--- config.mk ---
export PLATFORM = sky130hd
export DESIGN_NAME = wptr_full_ctrl
export DESIGN_NICKNAME = d
export VERILOG_FILES = /design/src/rtl/wptr_full_ctrl.sv
export SDC_FILE = /design/constraint.sdc
export NUM_CORES = 1
export LEC_CHECK = 0
export ABC_AREA = 1
export ABC_CLOCK_PERIOD_IN_PS = 2200
export BUFFER_PORTS_ARGS = -buffer_cell sky130_fd_sc_hd__buf_2
export CORE_AREA = 2 2 45 47
export DETAILED_ROUTE_END_ITERATION = 12
export DIE_AREA = 0 0 47 49
export PLACE_DENSITY = 0.75
export SYNTH_ARGS = -nofsm -noshare
export SYNTH_HDL_FRONTEND = slang
export SYNTH_SLANG_ARGS = --single-unit
--- constraint.sdc ---
create_clock -name wclk -period 2.2 [get_ports wclk]
set_input_delay 0.22 -clock wclk [delete_from_list [all_inputs] [get_ports wclk]]
set_output_delay 0.22 -clock wclk [all_outputs]
set_load 0.02 [all_outputs]
--- src/rtl/wptr_full_ctrl.sv ---
// wptr_full_ctrl: write-side FIFO pointer and flag controller.
// Keeps a binary write pointer, publishes it Gray-coded for the read-domain
// synchroniser, and derives registered full / almost-full / fill-level flags
// from the synchronised Gray read pointer.
// Optional overflow accounting (sticky wovf, saturating wdrop_cnt) is built
// only when WPTR_FULL_OVF_STATS_EN is defined; otherwise both outputs are 0.
module wptr_full_ctrl #(
    parameter int ADDR_WIDTH  = 3,
    parameter int AFULL_LEVEL = 6
) (
    input  logic                  wclk,
    input  logic                  wrst,
    input  logic                  winc,
    input  logic [ADDR_WIDTH:0]   wq2_rptr,
    input  logic                  wovf_clr,
    output logic                  wen,
    output logic [ADDR_WIDTH-1:0] waddr,
    output logic [ADDR_WIDTH:0]   wptr,
    output logic                  wfull,
    output logic                  walmost_full,
    output logic [ADDR_WIDTH:0]   wlevel,
    output logic                  wovf,
    output logic [7:0]            wdrop_cnt
);

    localparam logic [ADDR_WIDTH:0] AFULL_THR = (ADDR_WIDTH + 1)'(AFULL_LEVEL);

    logic [ADDR_WIDTH:0]   r_wbin;
    logic [ADDR_WIDTH:0]   r_wptr;
    logic [ADDR_WIDTH-1:0] r_waddr;
    logic                  r_wfull;
    logic                  r_walmost_full;
    logic [ADDR_WIDTH:0]   r_wlevel;

    logic                  w_accept;
    logic [ADDR_WIDTH:0]   w_wbin_next;
    logic [ADDR_WIDTH:0]   w_wgray_next;
    logic [ADDR_WIDTH:0]   w_rbin;
    logic [ADDR_WIDTH:0]   w_level_next;
    logic                  w_full_next;

    assign w_accept     = winc & ~r_wfull;
    assign w_wbin_next  = r_wbin + (ADDR_WIDTH + 1)'(w_accept);
    assign w_wgray_next = (w_wbin_next >> 1) ^ w_wbin_next;

    // Gray-to-binary of the synchronised read pointer: bit i is the XOR of all Gray bits at or above i.
    always_comb begin
        w_rbin = '0;
        for (int unsigned i = 0; i < ADDR_WIDTH + 1; i++) begin
            w_rbin[i] = ^(wq2_rptr >> i);
        end
    end

    // Full when the next write pointer equals the read pointer one lap ahead
    // (Gray form: top two bits inverted, remaining bits equal).
    assign w_full_next  = (w_wgray_next ==
                           {~wq2_rptr[ADDR_WIDTH:ADDR_WIDTH-1], wq2_rptr[ADDR_WIDTH-2:0]});
    assign w_level_next = w_wbin_next - w_rbin;

    // Pointer, address and flag registers, all advanced by the accepting edge.
    always_ff @(posedge wclk) begin
        if (wrst) begin
            r_wbin         <= '0;
            r_wptr         <= '0;
            r_waddr        <= '0;
            r_wfull        <= 1'b0;
            r_walmost_full <= 1'b0;
            r_wlevel       <= '0;
        end else begin
            r_wbin         <= w_wbin_next;
            r_wptr         <= w_wgray_next;
            r_waddr        <= w_wbin_next[ADDR_WIDTH-1:0];
            r_wfull        <= w_full_next;
            r_walmost_full <= (w_level_next >= AFULL_THR);
            r_wlevel       <= w_level_next;
        end
    end

    assign wen          = winc & ~r_wfull & ~wrst;
    assign waddr        = r_waddr;
    assign wptr         = r_wptr;
    assign wfull        = r_wfull;
    assign walmost_full = r_walmost_full;
    assign wlevel       = r_wlevel;

`ifdef WPTR_FULL_OVF_STATS_EN
    logic       r_wovf;
    logic [7:0] r_wdrop_cnt;
    logic       w_reject;

    assign w_reject = winc & r_wfull;

    // Overflow accounting: a rejected write wins over a same-cycle clear and restarts the count at 1.
    always_ff @(posedge wclk) begin
        if (wrst) begin
            r_wovf      <= 1'b0;
            r_wdrop_cnt <= '0;
        end else if (w_reject) begin
            r_wovf <= 1'b1;
            if (wovf_clr) begin
                r_wdrop_cnt <= 8'd1;
            end else if (r_wdrop_cnt != '1) begin
                r_wdrop_cnt <= r_wdrop_cnt + 8'd1;
            end
        end else if (wovf_clr) begin
            r_wovf      <= 1'b0;
            r_wdrop_cnt <= '0;
        end
    end

    assign wovf      = r_wovf;
    assign wdrop_cnt = r_wdrop_cnt;
`else
    logic w_unused_ovf_clr;

    assign w_unused_ovf_clr = wovf_clr;
    assign wovf             = 1'b0;
    assign wdrop_cnt        = '0;
`endif

endmodule

==> impl_metrics.yaml <==
die:
  die_w_um: 47
  dieArea_um2: 2303
  design.core.area_um2: 1842
  initial_core_util_pct: 42.19
  io_pins: 31
  die_h_um: 49
  fp-row-count: 16
clock_network:
  htreeDepth: 1
  numCtsBuffers: 3
  cts_setup_buffers: 0
  cts_tree: "built"
  clock_latency_ns: 0.28
  clk_pin_slew_ns: 0.08
  cts_buffer_depth: 2
  numClockSinks: 13
  cts_root_buf: "clkbuf_4"
placed_design:
  place_hpwl_um: 1154
  portBuffers: 20
  gp_congestion: 0.7967
final_layout:
  nets: 148
  layout.cells.most_common: "nand2_1"
  n_antenna_cell: 0
  final_cell_mix: "26 x nand2_1, 20 x buf_2, 15 x inv_1"
  drive_gt1_share_pct: 23.31
  n_fill_cell: 195
  areaGrowthSynthToFinish_pct: 20.61
routing:
  drt_iter0_markers: 8
  vias: 695
  drt-wirelength-per-cell_um: 8.831
  drt-met1-wl_um: 550
  top_layer: "met4"
  routed_wl_um: 1413
  drcViolationCount: 0
  vias_per_cell: 4.344
  routed-wl-met2_um: 744
  dr.pass1.iters: 5
  wl_met3_um: 84
  postRouteAntennaNets: 0
synthesis:
  synth_cell_types: 20
  synth_area_per_cell_um2: 7.194
  synthCells: 108
  synth_seq_cells: 13
  netlist_area_um2: 777.0
  synth_top_area_share_pct: 33.49
  yosys-top-cells-area: "dfxtp_1 33%, nand2_1 13%, buf_4 8.7%, ha_1 8.1%, inv_1 7.2%"
  synth_area_leader_cell: "dfxtp_1"
  ys_seq_area_share_pct: 33.49
  synth-warning-count: 0
sta:
  final.period_utilization_pct: 91.00
  setup_viol: 0
  skew_ns: 0.004014
  tns_ns: 0
  min_period_ns: 2.002
  hold_slack_ns: 0.2573
  slew_viol_final: 0
  finalHoldViolCount: 0
  max_freq_ghz: 0.4995
critical_path:
  critPathMaxStageDelay_ns: 0.32
  crit_path_end_kind: "flip-flop"
  cp_data_arrival_time_ns: 2.17
  path_common_cell: "nand2_1"
  cp_slowest_cell: "dfxtp_1"
  crit_buf_inv: 2
  cp-start-kind: "flip-flop"
  cpLargestDelayFamily: "simple AND/OR/NAND/NOR gates"
  cp.required_ns: 2.37
  crit_fanout: 4
  crit_chain: "nor2_1, ha_2, ha_1, inv_1, nand2_1, nand2_1, inv_1, ha_4, a21oi_2, nor2b_1, nand3_1, nand3_1, nand2_1"
  critPathKind: "reg2reg"
pwr:
  p_total_mw: 0.6817
  power_density_nw_per_um2: 727.5
  p_leak_nw: 0.5341
  peakVddDrop_mv: 0.3857
grt:
  antenna_found_initial: 0
  grt_pass1_vias: 588
  grt.total_usage_pct: 13.91
  grt_start_max_net_pins: 13
  grt_pass1_wl_um: 2318
  overflow: 0
worst_hold_path:
  hold_path.class: "in2reg"
status:
  status: "finished clean"
flow_run:
  max-cap-violations: 0
cells in the mapped netlist:
library cell,n
nand2_1,26
inv_1,15
nor2_1,14
dfxtp_1,13
nand3_1,10
buf_4,9
ha_1,5
a21oi_1,2
nand4_1,2
xor2_1,2
and2_1,1
clkbuf_1,1
conb_1,1
fa_1,1
nand3b_1,1
nor2b_1,1
nor3_1,1
o21ai_0,1
xnor2_2,1
xor2_2,1
cell type report:
type	instances	area [um2]	share of cell area [%]
timing repair buffer	23	122.6	13.08
sequential	13	260.3	27.77
inverter	15	56.30	6.008
tap	27	33.78	3.605
clock buffer	4	26.28	2.804
multi-input combinational	78	437.9	46.73
path summary, 6_finish.rpt:
check | from | to | slack, ns | cells past startpoint
setup / recovery | wfull | walmost_full | 0.20 | 13
hold reg to reg | r_wbin[1] | r_wbin[3] | 0.65 | 3
setup reg to reg | wfull | walmost_full | 0.20 | 13
hold / removal | wrst | r_wbin[3] | 0.26 | 2
sequential cells by signal, indices dropped and copies added, names as in the netlist:
signal,cells
wlevel,4
wptr,3
walmost_full,1
r_wbin,4
wfull,1
cell families after synthesis:
logic type      share of synthesized area [%]
buf+inv                                 16.42
xor+xnor                                6.443
simple gates                            30.60
flops                                   33.49
fa+ha+maj                               10.63
other cells                            0.4826
compound gates                          1.932
layer usage:
metal / up-vias / GRT usage, %
met5: - / 0
met4: 0 / 8.333
li1: 362 / -
met1: 308 / 15.37
met2: 21 / 22.15
met3: 4 / 4.444
what timing repair did:
action | 4_1_cts | 5_1_grt
setup endpoints to repair | 0 | 2
hold buffers | 0 | 0
gates resized for setup | 0 | 3
through the flow:
stage / util, % / instance area (um2) / std cells / worst slack (ns)
final: 50.88 / 937.1 / 160 / 0.1981
after global routing: 50.88 / 937.1 / 160 / -0.02056
after floorplan: - / 807.0 / 116 / 0.06749
after global placement: 48.44 / 892.1 / 156 / 0.1271
after detailed placement: 48.44 / 892.1 / 156 / 0.09179
after CTS: 49.86 / 918.4 / 160 / 0.1013
where the power goes:
| group | internal (mW) | switching (mW) |
|---|---|---|
| clock | 0.0704 | 0.0760 |
| combinational | 0.0940 | 0.163 |
| sequential | 0.269 | 0.00956 |
| total | 0.433 | 0.249 |
Power figures use the tool's default switching activity.
